--- config.mk ---
export PLATFORM = sky130hd
export DESIGN_NAME = lsu_axi_master_flat
export DESIGN_NICKNAME = d
export VERILOG_FILES = /design/src/rtl/lsu_pkg.sv /design/src/rtl/lsu_axi_master_if.sv /design/src/rtl/lsu_lane_align.sv /design/src/rtl/lsu_axi_master.sv /design/src/flat_wrapper.sv
export SDC_FILE = /design/constraint.sdc
export NUM_CORES = 1
export LEC_CHECK = 0
export BUFFER_PORTS_ARGS = -buffer_cell sky130_fd_sc_hd__buf_2
export CORE_MARGIN = 1.5
export CORE_UTILIZATION = 30
export CTS_CLUSTER_DIAMETER = 40
export CTS_CLUSTER_SIZE = 25
export DETAILED_ROUTE_END_ITERATION = 8
export HOLD_SLACK_MARGIN = 0.02
export SLEW_MARGIN = 10
export SYNTH_ARGS = -nofsm -noshare
export SYNTH_HDL_FRONTEND = slang
export SYNTH_SLANG_ARGS = --single-unit
--- constraint.sdc ---
create_clock -name clk -period 7.76 [get_ports clk]
set_clock_uncertainty 0.1 [all_clocks]
set_input_delay 1.164 -clock clk [delete_from_list [all_inputs] [get_ports clk]]
set_output_delay 1.164 -clock clk [all_outputs]
set_load 0.02 [all_outputs]
--- src/rtl/lsu_pkg.sv ---
// Shared types and helpers for the load/store unit AXI4-Lite initiator.
package lsu_pkg;

  typedef enum logic [2:0] {
    ST_IDLE,
    ST_RD_ADDR,
    ST_RD_DATA,
    ST_WR_REQ,
    ST_WR_RESP,
    ST_RESP
  } lsu_state_e;

  localparam logic [1:0] SZ_B      = 2'd0;
  localparam logic [1:0] SZ_H      = 2'd1;
  localparam logic [1:0] SZ_W      = 2'd2;
  localparam logic [1:0] RESP_OKAY = 2'b00;

  // Byte-lane strobe for a 32-bit beat; reserved size yields no lanes.
  function automatic logic [3:0] strb_gen(input logic [1:0] size, input logic [1:0] off);
    logic [3:0] base;
    case (size)
      SZ_B:    base = 4'b0001;
      SZ_H:    base = 4'b0011;
      SZ_W:    base = 4'b1111;
      default: base = 4'b0000;
    endcase
    return base << off;
  endfunction

  function automatic logic bad_access(input logic [1:0] size, input logic [1:0] off);
    return ((size == SZ_H) && off[0]) || ((size == SZ_W) && (off != 2'b00)) || (size == 2'd3);
  endfunction

endpackage

--- src/rtl/lsu_axi_master_if.sv ---
// AXI4-Lite read/write channel bundle between the LSU initiator and data memory.
// Every channel follows valid/ready: a transfer happens on a rising clk edge where both are
// high, and once valid is raised it and its payload stay unchanged until that edge.
interface lsu_axi_master_if #(
  parameter int ADDR_W = 32,
  parameter int DATA_W = 32,
  parameter int STRB_W = 8
);
  logic [ADDR_W-1:0] araddr;
  logic              arvalid;
  logic              arready;
  logic [DATA_W-1:0] rdata;
  logic [1:0]        rresp;
  logic              rvalid;
  logic              rready;
  logic [ADDR_W-1:0] awaddr;
  logic              awvalid;
  logic              awready;
  logic [DATA_W-1:0] wdata;
  logic [STRB_W-1:0] wstrb;
  logic              wvalid;
  logic              wready;
  logic [1:0]        bresp;
  logic              bvalid;
  logic              bready;

  modport master (
    output araddr, arvalid, rready, awaddr, awvalid, wdata, wstrb, wvalid, bready,
    input  arready, rdata, rresp, rvalid, awready, wready, bresp, bvalid
  );

  modport slave (
    input  araddr, arvalid, rready, awaddr, awvalid, wdata, wstrb, wvalid, bready,
    output arready, rdata, rresp, rvalid, awready, wready, bresp, bvalid
  );
endinterface

--- src/rtl/lsu_lane_align.sv ---
// Byte-lane steering: shifts store data/strobes up to the address lane and pulls load
// data down from it with sign or zero extension.
module lsu_lane_align
  import lsu_pkg::*;
(
  input  logic [1:0]  off,
  input  logic [1:0]  size,
  input  logic        uns,
  input  logic [31:0] st_data,
  input  logic [31:0] ld_raw,
  output logic [31:0] st_lane,
  output logic [3:0]  st_strb,
  output logic [31:0] ld_data
);
  logic [4:0]  sh;
  logic [31:0] lane;

  assign sh      = {off, 3'b000};
  assign st_lane = st_data << sh;
  assign st_strb = strb_gen(size, off);
  assign lane    = ld_raw >> sh;

  always_comb begin
    ld_data = lane;
    case (size)
      SZ_B:    ld_data = {{24{~uns & lane[7]}}, lane[7:0]};
      SZ_H:    ld_data = {{16{~uns & lane[15]}}, lane[15:0]};
      default: ld_data = lane;
    endcase
  end
endmodule

--- src/rtl/lsu_axi_master.sv ---
// AXI4-Lite initiator for the LSU: one load or store at a time, registered channel outputs,
// aligned/extended load data and an error flag returned on the response port.
module lsu_axi_master
  import lsu_pkg::*;
#(
  parameter int ADDR_W = 32,
  parameter int DATA_W = 32,
  parameter int STRB_W = 8
) (
  input  logic                clk,
  input  logic                rst,
  input  logic                req_valid,
  output logic                req_ready,
  input  logic                req_we,
  input  logic [ADDR_W-1:0]   req_addr,
  input  logic [DATA_W-1:0]   req_wdata,
  input  logic [1:0]          req_size,
  input  logic                req_unsigned,
  output logic                resp_valid,
  input  logic                resp_ready,
  output logic [DATA_W-1:0]   resp_rdata,
  output logic                resp_err,
  lsu_axi_master_if.master    axi,
  output lsu_state_e          state_dbg
);
  lsu_state_e        state_q, state_d;
  logic [1:0]        off_q, off_d, size_q, size_d;
  logic              uns_q, uns_d;
  logic [ADDR_W-1:0] araddr_q, araddr_d, awaddr_q, awaddr_d;
  logic [DATA_W-1:0] wdata_q, wdata_d, rdata_q, rdata_d;
  logic [3:0]        wstrb_q, wstrb_d;
  logic              arvalid_q, arvalid_d, rready_q, rready_d;
  logic              awvalid_q, awvalid_d, wvalid_q, wvalid_d, bready_q, bready_d;
  logic              aw_done_q, aw_done_d, w_done_q, w_done_d;
  logic              rvalid_q, rvalid_d, err_q, err_d;
  logic [1:0]        off_sel, size_sel;
  logic              uns_sel, aw_hs, w_hs;
  logic [31:0]       st_lane, ld_data;
  logic [3:0]        st_strb;

  // Store steering uses the live request at acceptance; load extraction uses the latched one.
  assign off_sel  = (state_q == ST_IDLE) ? req_addr[1:0] : off_q;
  assign size_sel = (state_q == ST_IDLE) ? req_size      : size_q;
  assign uns_sel  = (state_q == ST_IDLE) ? req_unsigned  : uns_q;

  lsu_lane_align u_align (
    .off     (off_sel),
    .size    (size_sel),
    .uns     (uns_sel),
    .st_data (req_wdata),
    .ld_raw  (axi.rdata),
    .st_lane (st_lane),
    .st_strb (st_strb),
    .ld_data (ld_data)
  );

  assign aw_hs = awvalid_q & axi.awready;
  assign w_hs  = wvalid_q & axi.wready;

  always_comb begin
    state_d   = state_q;
    off_d     = off_q;
    size_d    = size_q;
    uns_d     = uns_q;
    araddr_d  = araddr_q;
    awaddr_d  = awaddr_q;
    wdata_d   = wdata_q;
    wstrb_d   = wstrb_q;
    rdata_d   = rdata_q;
    arvalid_d = arvalid_q;
    rready_d  = rready_q;
    awvalid_d = awvalid_q;
    wvalid_d  = wvalid_q;
    bready_d  = bready_q;
    aw_done_d = aw_done_q;
    w_done_d  = w_done_q;
    rvalid_d  = rvalid_q;
    err_d     = err_q;
    case (state_q)
      ST_IDLE: begin
        if (req_valid) begin
          off_d  = req_addr[1:0];
          size_d = req_size;
          uns_d  = req_unsigned;
          if (bad_access(req_size, req_addr[1:0])) begin
            state_d  = ST_RESP;
            rvalid_d = 1'b1;
            err_d    = 1'b1;
            rdata_d  = '0;
          end else if (!req_we) begin
            state_d   = ST_RD_ADDR;
            arvalid_d = 1'b1;
            araddr_d  = req_addr;
          end else begin
            state_d   = ST_WR_REQ;
            awvalid_d = 1'b1;
            wvalid_d  = 1'b1;
            awaddr_d  = req_addr;
            wdata_d   = st_lane;
            wstrb_d   = st_strb;
            aw_done_d = 1'b0;
            w_done_d  = 1'b0;
          end
        end
      end
      ST_RD_ADDR: begin
        if (axi.arready) begin
          arvalid_d = 1'b0;
          rready_d  = 1'b1;
          state_d   = ST_RD_DATA;
        end
      end
      ST_RD_DATA: begin
        if (axi.rvalid) begin
          rready_d = 1'b0;
          rvalid_d = 1'b1;
          err_d    = (axi.rresp != RESP_OKAY);
          rdata_d  = (axi.rresp != RESP_OKAY) ? '0 : ld_data;
          state_d  = ST_RESP;
        end
      end
      ST_WR_REQ: begin
        if (aw_hs) begin
          awvalid_d = 1'b0;
          aw_done_d = 1'b1;
        end
        if (w_hs) begin
          wvalid_d = 1'b0;
          w_done_d = 1'b1;
        end
        if ((aw_done_q | aw_hs) && (w_done_q | w_hs)) begin
          bready_d = 1'b1;
          state_d  = ST_WR_RESP;
        end
      end
      ST_WR_RESP: begin
        if (axi.bvalid) begin
          bready_d = 1'b0;
          rvalid_d = 1'b1;
          err_d    = (axi.bresp != RESP_OKAY);
          rdata_d  = '0;
          state_d  = ST_RESP;
        end
      end
      ST_RESP: begin
        if (resp_ready) begin
          rvalid_d = 1'b0;
          state_d  = ST_IDLE;
        end
      end
      default: state_d = ST_IDLE;
    endcase
  end

  always_ff @(posedge clk or negedge rst) begin
    if (!rst) begin
      state_q   <= ST_IDLE;
      off_q     <= '0;
      size_q    <= '0;
      uns_q     <= 1'b0;
      araddr_q  <= '0;
      awaddr_q  <= '0;
      wdata_q   <= '0;
      wstrb_q   <= '0;
      rdata_q   <= '0;
      arvalid_q <= 1'b0;
      rready_q  <= 1'b0;
      awvalid_q <= 1'b0;
      wvalid_q  <= 1'b0;
      bready_q  <= 1'b0;
      aw_done_q <= 1'b0;
      w_done_q  <= 1'b0;
      rvalid_q  <= 1'b0;
      err_q     <= 1'b0;
    end else begin
      state_q   <= state_d;
      off_q     <= off_d;
      size_q    <= size_d;
      uns_q     <= uns_d;
      araddr_q  <= araddr_d;
      awaddr_q  <= awaddr_d;
      wdata_q   <= wdata_d;
      wstrb_q   <= wstrb_d;
      rdata_q   <= rdata_d;
      arvalid_q <= arvalid_d;
      rready_q  <= rready_d;
      awvalid_q <= awvalid_d;
      wvalid_q  <= wvalid_d;
      bready_q  <= bready_d;
      aw_done_q <= aw_done_d;
      w_done_q  <= w_done_d;
      rvalid_q  <= rvalid_d;
      err_q     <= err_d;
    end
  end

  // Gate with rst so the core sees no acceptance while reset is held.
  assign req_ready   = (state_q == ST_IDLE) & rst;
  assign resp_valid  = rvalid_q;
  assign resp_err    = err_q;
  assign resp_rdata  = rdata_q;
  assign state_dbg   = state_q;
  assign axi.araddr  = araddr_q;
  assign axi.arvalid = arvalid_q;
  assign axi.rready  = rready_q;
  assign axi.awaddr  = awaddr_q;
  assign axi.awvalid = awvalid_q;
  assign axi.wdata   = wdata_q;
  assign axi.wstrb   = {{(STRB_W-4){1'b0}}, wstrb_q};
  assign axi.wvalid  = wvalid_q;
  assign axi.bready  = bready_q;
endmodule

--- src/flat_wrapper.sv ---
// flat-port wrapper written by rule: the top's interface ports become plain ports
module lsu_axi_master_flat import lsu_pkg::*;
#(
  parameter int ADDR_W = 32,
  parameter int DATA_W = 32,
  parameter int STRB_W = 8
)
  (clk, rst, req_valid, req_ready, req_we, req_addr, req_wdata, req_size, req_unsigned, resp_valid, resp_ready, resp_rdata, resp_err, state_dbg, axi_araddr, axi_arvalid, axi_rready, axi_awaddr, axi_awvalid, axi_wdata, axi_wstrb, axi_wvalid, axi_bready, axi_arready, axi_rdata, axi_rresp, axi_rvalid, axi_awready, axi_wready, axi_bresp, axi_bvalid);
  lsu_axi_master_if #(.ADDR_W(ADDR_W), .DATA_W(DATA_W), .STRB_W(STRB_W)) axi_i ();
  input  logic clk;
  input  logic rst;
  input  logic req_valid;
  output logic req_ready;
  input  logic req_we;
  input  logic [ADDR_W-1:0] req_addr;
  input  logic [DATA_W-1:0] req_wdata;
  input  logic [1:0] req_size;
  input  logic req_unsigned;
  output logic resp_valid;
  input  logic resp_ready;
  output logic [DATA_W-1:0] resp_rdata;
  output logic resp_err;
  output lsu_state_e state_dbg;
  output wire logic [$bits(axi_i.araddr)-1:0] axi_araddr;
  output wire logic [$bits(axi_i.arvalid)-1:0] axi_arvalid;
  output wire logic [$bits(axi_i.rready)-1:0] axi_rready;
  output wire logic [$bits(axi_i.awaddr)-1:0] axi_awaddr;
  output wire logic [$bits(axi_i.awvalid)-1:0] axi_awvalid;
  output wire logic [$bits(axi_i.wdata)-1:0] axi_wdata;
  output wire logic [$bits(axi_i.wstrb)-1:0] axi_wstrb;
  output wire logic [$bits(axi_i.wvalid)-1:0] axi_wvalid;
  output wire logic [$bits(axi_i.bready)-1:0] axi_bready;
  input wire logic [$bits(axi_i.arready)-1:0] axi_arready;
  input wire logic [$bits(axi_i.rdata)-1:0] axi_rdata;
  input wire logic [$bits(axi_i.rresp)-1:0] axi_rresp;
  input wire logic [$bits(axi_i.rvalid)-1:0] axi_rvalid;
  input wire logic [$bits(axi_i.awready)-1:0] axi_awready;
  input wire logic [$bits(axi_i.wready)-1:0] axi_wready;
  input wire logic [$bits(axi_i.bresp)-1:0] axi_bresp;
  input wire logic [$bits(axi_i.bvalid)-1:0] axi_bvalid;
  assign axi_araddr = axi_i.araddr;
  assign axi_arvalid = axi_i.arvalid;
  assign axi_rready = axi_i.rready;
  assign axi_awaddr = axi_i.awaddr;
  assign axi_awvalid = axi_i.awvalid;
  assign axi_wdata = axi_i.wdata;
  assign axi_wstrb = axi_i.wstrb;
  assign axi_wvalid = axi_i.wvalid;
  assign axi_bready = axi_i.bready;
  assign axi_i.arready = axi_arready;
  assign axi_i.rdata = axi_rdata;
  assign axi_i.rresp = axi_rresp;
  assign axi_i.rvalid = axi_rvalid;
  assign axi_i.awready = axi_awready;
  assign axi_i.wready = axi_wready;
  assign axi_i.bresp = axi_bresp;
  assign axi_i.bvalid = axi_bvalid;
  lsu_axi_master #(.ADDR_W(ADDR_W), .DATA_W(DATA_W), .STRB_W(STRB_W)) u_core (.clk(clk), .rst(rst), .req_valid(req_valid), .req_ready(req_ready), .req_we(req_we), .req_addr(req_addr), .req_wdata(req_wdata), .req_size(req_size), .req_unsigned(req_unsigned), .resp_valid(resp_valid), .resp_ready(resp_ready), .resp_rdata(resp_rdata), .resp_err(resp_err), .axi(axi_i), .state_dbg(state_dbg));
endmodule
==> impl_metrics.ini, run 1 <==
[timing]
fin_crit_ns = 3.35
final-hold-violation-count = 0
fmax_mhz = 299
finalCritPeriodShare_pct = 43.1
fin_setup_tns_ns = 0
rsz0062_at_grt = false
slew_headroom_pct = 36.5
holdWs_ns = 0.373
slew_violations = 0
worst_slew_pin_slew_ns = 0.950
setup_viol = 0

[clock_network]
post_cts_resized = 0
clk_pin_slew_ns = 0.07
cts_root_buf = clkbuf_16
clk_latency_ns = 0.42
cts_tree = yes
cts_setup_buffers = 0
cts_hold_buf = 0
htreeDepth = 4
cts_sinks = 149
cts_buffers = 17
cts.path.max_buffers = 2

[synth]
async_reset_ff_share_pct = 100
synth_top_cell_area_share_pct = 53.1
syn_inst = 618
synthDistinctLibCells = 46
yosysSeqAreaShare_pct = 53.1
synth-main-ff-cell = dfrtp_1
synth.avg_cell_area_um2 = 11.4
synth_commonest_cells = dfrtp_1 (149), nand2_1 (129), mux2_2 (72)
yosys_warnings = 0
synth_seq_cells = 149
netlist_top_cells_area = dfrtp_1 (53%), mux2_2 (12%), nand2_1 (6.9%)
synth_edf_count = 0
yosys.area.top_type = dfrtp_1
netlist_area_mm2 = 0.00703
yosysMostFrequentCell = dfrtp_1

[route]
totalWireLength_um = 21000
drt_iter0_markers = 289
vias_per_cell = 4.90
firstDrtPassIters = 4
num_vias = 5788
final_antenna_net_count = 0
drc = 0
wl_per_cell_um = 17.8

[worst_setup_path]
critical_path_peak_fanout = 22
required_ns = 8.01
crit_type = reg2reg
setup.worst_path.end_class = flop
cp.arrival_ns = 3.60
critPathLaunchType = flop

[power]
p_total_mw = 4.05
leakagePower_nw = 4.70
ir_drop_uv = 199
power.density_mw_per_mm2 = 440

[placed_design]
placed_cells = 1149
dp_hpwl_um = 14700
io_buffers = 255
place.gp.congestion = 0.785

[global_routing]
antenna_found_initial = 0
grt_pass1_wl_um = 32900
grt_usage_pct = 17.6
grt_pass1_vias = 5786
grt_max_degree = 88
grt.overflow.total = 0

[floorplanning]
start_util_pct = 30.9
die_height_um = 156
fp.dieW_um = 156
design.die.area_mm2 = 0.0244
io_pins = 260
placementRows = 55
coreArea_mm2 = 0.0228

[hold_path]
hp-class = reg2reg

[run_status]
run_status = finished clean

[finish]
area_growth_pct = 30.8
final_nets = 972
stdcell_count = 1181
n_antenna_cell = 0
layout-drive-gt1-share_pct = 45.7

[run]
cap_viol_max_count = 0
-- worst paths after layout --
path                                       from                     to  slack, ns  depth (start not counted)
max in group asynchronous                   rst  u_core.axi.awaddr[30]       5.74                          2
min in group asynchronous                   rst   u_core.resp_rdata[5]       0.54                          1
hold / removal             u_core.axi.awaddr[3]   u_core.axi.awaddr[3]       0.37                          2
setup reg to reg            u_core.state_dbg[1]  u_core.resp_rdata[26]       4.41                          5
setup / recovery            u_core.state_dbg[1]  u_core.resp_rdata[26]       4.41                          5
hold reg to reg            u_core.axi.awaddr[3]   u_core.axi.awaddr[3]       0.37                          2
-- routing by layer --
layer,track usage [%],up-vias,routed length [um]
met4,5.44,0,271
met5,0,-,0
met2,27.0,221,9300
li1,-,2691,-
met3,6.92,17,1960
met1,22.7,2859,9510
-- area by class of cell --
class / count / area [um^2]
inverter: 6 / 22.5
clock inverter: 14 / 184
clock buffer: 18 / 439
tap: 313 / 392
fill: 2260 / 13600
multi-input combinational: 420 / 3100
sequential: 149 / 3730
timing repair buffer: 261 / 1330
-- state kept, by name, summed over array words and instances (netlist names), 2 cells and up --
signal / cells
u_core.size_q: 2
u_core.axi.awaddr: 32
u_core.resp_rdata: 32
u_core.state_dbg: 3
u_core.off_q: 2
u_core.axi.araddr: 32
u_core.wstrb_q: 4
u_core.axi.wdata: 32
-- worst max-delay path: stages (launching register included) --
cell,delay (ns)
dfrtp_1,0.77
or3_1,0.52
mux2i_4,0.76
nand3_2,0.17
a311oi_4,0.73
a221o_2,0.22
-- metrics by stage --
step	util, %	setup WS [ns]	cell area, um^2
2_1_floorplan	-	4.80	7040
3_3_place_gp	37.6	4.05	8570
3_5_place_dp	37.6	4.01	8570
4_1_cts	40.4	4.40	9200
5_1_grt	40.4	4.12	9200
6_report	40.4	4.41	9200
-- layout by cell type (no fill, tap or decap), types with 10 or more instances in the layout --
cell and n:
a21oi_1 12, a221o_1 14, a221o_2 10, a22o_1 16, buf_2 254, clkbuf_16 17
dfrtp_1 149, mux2_2 72, mux2i_1 25, nand2_1 129, nor2_1 35, o21ai_0 23
o31ai_1 10
-- kinds of logic (layout without fill, tap and decap cells) --
kind of cell	after synthesis	count (layout)	share of synthesized area, %
other cells	1	4	0.0534
buf+inv	52	299	3.56
mux	109	109	18.8
fa+ha+maj	4	4	0.712
compound gates	109	109	12.4
simple gates	194	194	11.4
flops	149	149	53.1
-- report_power, final --
group	total (mW)	internal [mW]	leakage, nW	switching (mW)
logic	1.84	0.729	2.48	1.11
clock network	0.882	0.501	0.304	0.381
registers	1.33	1.11	1.92	0.221
total	4.05	2.34	4.70	1.71
Note: power is estimated with default switching activity, not from simulation.
==> run 2: changes to the inputs <==
ABC_AREA = 1   (was default)
clock period = 3.1 ns   (was 7.76 ns; I/O delays follow)
==> run 2 against run 1 <==
Count of clock-buffer cells in the layout decreased by 1. Area after synthesis increased by 1.7%. Sequential power increased by 130%. Design area increased by 1.3%. Via count increased by 18%. Worst setup slack got worse by 3.9 ns. Critical path depth increased by 3. Non-clock buffer count increased by 11. Die area increased by 1.7%. Combinational power increased to 2.8 times the previous value. Global-route usage increased by 0.055 points. Sequential cell count unchanged.
==> impl_metrics.ini, run 2 <==
[clock_network]
cts_buffers = 17
cts_setup_buffers = 0
clk_latency_ns = 0.42
cts_sinks = 149
htreeDepth = 4
clk_pin_slew_ns = 0.07
cts.path.max_buffers = 2
cts_hold_buf = 1
post_cts_resized = 0
cts_tree = yes
cts_root_buf = clkbuf_16

[placed_design]
place_area_mm2 = 0.00872
io_buffers = 255
dp_hpwl_um = 16100
dp_worst_setup_slack_ns = 0.507
place.gp.congestion = 0.831

[global_routing]
grt.overflow.total = 0
grt_pass1_vias = 6217
grt_pass1_wl_um = 33800
antenna_found_initial = 1
grt_usage_pct = 17.6
grt_max_degree = 66

[route]
drc = 0
final_antenna_net_count = 0
vias_per_cell = 4.57
num_vias = 6824
firstDrtPassIters = 5
totalWireLength_um = 22200
wl_per_cell_um = 14.8
drt_iter0_markers = 589

[worst_setup_path]
critPathLaunchType = flop
setup.worst_path.end_class = flop
required_ns = 3.31
crit_buf_inv = 0
max_stage_delay_ns = 0.57
cp_slowest_cell = o21ai_2
crit_family = simple AND/OR/NAND/NOR gates
cp_cell_sequence = nor2_4 > nand2_2 > o21ai_2 > o21ai_0 > nand3_1 > nand3_2 > nand2_1 > nand2_1
crit_type = reg2reg
cp.arrival_ns = 2.79
critical_path_peak_fanout = 16
path_common_cell = nand2_1

[floorplanning]
die_height_um = 157
coreArea_mm2 = 0.0234
placementRows = 56
io_pins = 260
design.die.area_mm2 = 0.0248
fp.dieW_um = 157
start_util_pct = 30.6

[synth]
synth_top_cell_area_share_pct = 52.1
synth-main-ff-cell = dfrtp_1
yosys.area.top_type = dfrtp_1
yosysMostFrequentCell = nand2_1
synth_edf_count = 0
netlist_area_mm2 = 0.00715
synth_commonest_cells = nand2_1 (339), dfrtp_1 (149), o21ai_0 (125)
syn_inst = 919
synth.avg_cell_area_um2 = 7.78
synthDistinctLibCells = 34
yosysSeqAreaShare_pct = 52.1
synth_seq_cells = 149
async_reset_ff_share_pct = 100
yosys_warnings = 0
netlist_top_cells_area = dfrtp_1 (52%), nand2_1 (18%), o21ai_0 (8.7%)

[hold_path]
hp-class = in2reg

[timing]
finalCritPeriodShare_pct = 83.1
worst_slew_pin_slew_ns = 0.627
final-hold-violation-count = 0
fin_crit_ns = 2.58
fmax_mhz = 388
rsz0062_at_grt = false
fin_setup_tns_ns = 0
slew_headroom_pct = 58.2
setup_viol = 0
holdWs_ns = 0.189
slew_violations = 0
worst_slack_ns = 0.522

[finish]
final_area_mm2 = 0.00932
final_cell_mix = nand2_1 (337), buf_2 (254), dfrtp_1 (149)
layout-drive-gt1-share_pct = 27.2
final_nets = 1276
area_growth_pct = 30.3
final_common_cell = nand2_1
fin_util_pct = 39.8

[power]
ir_drop_uv = 496
power.density_mw_per_mm2 = 1110
leakagePower_nw = 5.24

[run]
cap_viol_max_count = 0

[run_status]
run_status = finished clean
run 2: tightest hold or removal path: stages:
cell and delay (ns):
buf_2 0.09, inv_1 0.05, o21ai_1 0.06
run 2: power breakdown:
part           leakage (nW)  internal (mW)  total, mW  switching [mW]
clock                 0.278           1.08       2.05           0.972
combinational          3.04           1.57       5.12            3.55
sequential             1.92           2.71       3.12           0.411
total                  5.24           5.36       10.3            4.93
run 2: layout make-up:
| type | count | area (um^2) |
|---|---|---|
| antenna | 1 | 2.50 |
| clock inverter | 15 | 155 |
| fill | 2494 | 14100 |
| clock buffer | 17 | 425 |
| tap | 319 | 399 |
| sequential | 149 | 3730 |
| multi-input combinational | 637 | 2870 |
| inverter | 82 | 308 |
| timing repair buffer | 272 | 1430 |
run 2: stage by stage:
step	std cells	power (mW)
after floorplan	922	6.63
after global placement	1458	8.27
after detailed placement	1458	8.32
after CTS	1491	10.4
after global routing	1492	11.1
final	1492	10.3
run 2: cell families after synthesis:
logic type,Yosys count,share of synthesized area (%)
flops,149,52.1
buf+inv,136,7.91
mux,1,0.157
other cells,1,0.0524
compound gates,196,14.7
simple gates,432,24.3
fa+ha+maj,4,0.700
run 2: path summary, 6_finish.rpt:
path / startpoint / to / slack [ns] / cells past startpoint
max in group asynchronous: rst / u_core.resp_rdata[31] / 1.50 / 3
max reg2reg: u_core.state_dbg[1] / u_core.resp_rdata[22] / 0.52 / 8
min: req_addr[11] / u_core.axi.awaddr[11] / 0.19 / 3
max: u_core.state_dbg[1] / u_core.resp_rdata[22] / 0.52 / 8
min reg2reg: u_core.axi.wdata[12] / u_core.axi.wdata[12] / 0.38 / 2
min in group asynchronous: rst / u_core.axi.wdata[10] / 0.42 / 2
run 2: metal layers:
layer	share of wire (%)	wire length [um]	GRT usage, %	up-vias
met2	47	10500	28.2	218
met1	45	10100	23.6	3160
met5	0	0	0	-
li1	-	-	-	3426
met4	1.6	364	5.57	0
met3	5.7	1260	3.96	20
==> run 3: changes to the inputs <==
clock period = 2.7 ns   (was 3.1 ns; I/O delays follow)
==> run 3 against run 2 <==
Sequential power rose by 15%. Die area is the same. Maximum frequency up 4.4%. Largest cell class unchanged.
==> impl_metrics.ini, run 3 (same netlist as run 2, synthesis figures left out) <==
[run_status]
run_status = finished clean

[worst_setup_path]
r2r_cells = 11
required_ns = 2.91
critical_path_peak_fanout = 16
rrSetupSlack_ns = 0.23
r2r-end = u_core.resp_rdata[31]
worstReg2RegStart = u_core.state_dbg[1]
cp-startpoint = u_core.state_dbg[1]
critPathLaunchType = flop
cp.arrival_ns = 2.68
setup.worst_path.end_class = flop
crit_type = reg2reg

[global_routing]
grt_pass1_wl_um = 34800
grt_usage_pct = 18.2
grt.overflow.total = 0
grt_max_degree = 115
grt_pass1_vias = 6599
antenna_found_initial = 2

[power]
p_seq_share_pct = 29.9
leakagePower_nw = 5.29
intPower_mw = 6.44
p_switching_mw = 5.62
ir_drop_uv = 721
p_clk_share_pct = 21.1
swShare_pct = 46.6
power_frac_comb_pct = 49.1
power.density_mw_per_mm2 = 1280

[placed_design]
placed_cells = 1461
io_buffers = 255
place.gp.congestion = 0.864
dp_hpwl_um = 16500

[floorplanning]
start_util_pct = 30.6
placementRows = 56
design.die.area_mm2 = 0.0248
io_pins = 260
fp.dieW_um = 157
coreArea_mm2 = 0.0234
die_height_um = 157

[route]
drt_iter0_markers = 503
final_antenna_net_count = 0
wl_per_cell_um = 14.9
totalWireLength_um = 22300
drc = 0
vias_per_cell = 4.61
firstDrtPassIters = 5
num_vias = 6890

[hold_path]
worstHoldStart = req_addr[11]
hp-class = in2reg
hold_end = u_core.axi.awaddr[11]
holdPathStages = 3

[finish]
n_fill_cell = 2505
area_growth_pct = 31.7
layout-drive-gt1-share_pct = 27.4
final_cell_mix = nand2_1 (337), buf_2 (254), dfrtp_1 (149)
final_nets = 1279
final_common_cell = nand2_1
stdcell_count = 1496

[timing]
rsz0062_at_grt = false
final-hold-violation-count = 0
fin_crit_ns = 2.47
fin_setup_tns_ns = 0
slew_violations = 0
worst_slew_pin_slew_ns = 0.725
fmax_mhz = 405
setup_viol = 0
slew_headroom_pct = 51.7
finalCritPeriodShare_pct = 91.4

[clock_network]
cts.path.max_buffers = 2
clk_pin_slew_ns = 0.07
cts_buffers = 17
cts_tree = yes
cts_sinks = 149
htreeDepth = 4
cts_root_buf = clkbuf_16
clk_latency_ns = 0.42

[run]
cap_viol_max_count = 0
## run 3: changes by cell type in the layout (fill, tap and decap cells not counted)
cell,delta
inv_6,+2
clkinv_2,+2
inv_8,-5
diode_2,+1
clkinv_8,-1
bufinv_16,+3
buf_12,+3
clkinvlp_4,-1
## run 3: power by group through the flow
stage	clock, mW	combinational (mW)	sequential (mW)
finish	2.54	5.92	3.60
global route	2.68	6.63	3.71
CTS	2.59	5.98	3.60
detailed placement	0	5.97	3.63
global placement	0	5.95	3.62
floorplan	0	2.96	4.65
## run 3: what timing repair did
action                    4_1_cts  5_1_grt
hold endpoints to repair       35        0
setup buffers                   0        0
resized for setup               0        0
hold buffers                    1        0
## run 3: worst max path at each step
stage	endpoint	slack (ns)
after floorplan	u_core.wstrb_q[2]	0.44
after global placement	u_core.resp_rdata[19]	0.34
after detailed placement	u_core.resp_rdata[31]	0.24
after CTS	u_core.resp_rdata[18]	0.22
after global routing	u_core.resp_rdata[18]	0.002
final	u_core.resp_rdata[31]	0.23
## run 3: per-stage QoR
stage | power [mW] | cell area [um^2] | hold WS [ns] | setup slack [ns] | utilization, %
2_1_floorplan | 7.61 | 7160 | 0.00941 | 0.443 | -
3_3_place_gp | 9.56 | 8780 | 0.354 | 0.339 | 37.5
5_1_grt | 13.0 | 9420 | 0.124 | 0.00218 | 40.2
4_1_cts | 12.2 | 9410 | 0.121 | 0.224 | 40.2
6_report | 12.1 | 9420 | 0.136 | 0.231 | 40.2
3_5_place_dp | 9.60 | 8780 | 0.359 | 0.236 | 37.5
## run 3: final cells by class
type | count | area (um^2) | share of cell area [%]
clock inverters | 15 | 193 | 2.05
inverters | 82 | 308 | 3.27
clock buffers | 17 | 425 | 4.52
well taps | 319 | 399 | 4.24
flip-flops and latches | 149 | 3730 | 39.6
diodes | 2 | 5.00 | 0.0531
repair buffers | 275 | 1490 | 15.8
multi-input cells | 637 | 2870 | 30.5
## run 3: critical path, stage by stage, from the launching register on
cell and delay, ns:
dfrtp_1 0.47, nor2_4 0.17, nand2_2 0.20, o21ai_0 0.40
inv_1 0.12, ha_1 0.21, inv_1 0.05, nor2_1 0.05
nand2_1 0.07, nand3_2 0.26, nand2_1 0.18, nand2_1 0.06
## run 3: per-layer routing
| layer | vias up | track usage (%) | wire, um |
|---|---|---|---|
| li1 | 3438 | - | - |
| met1 | 3194 | 24.3 | 9830 |
| met2 | 227 | 28.7 | 10500 |
| met3 | 31 | 4.32 | 1480 |
| met4 | 0 | 6.83 | 482 |
| met5 | - | 0 | 0 |
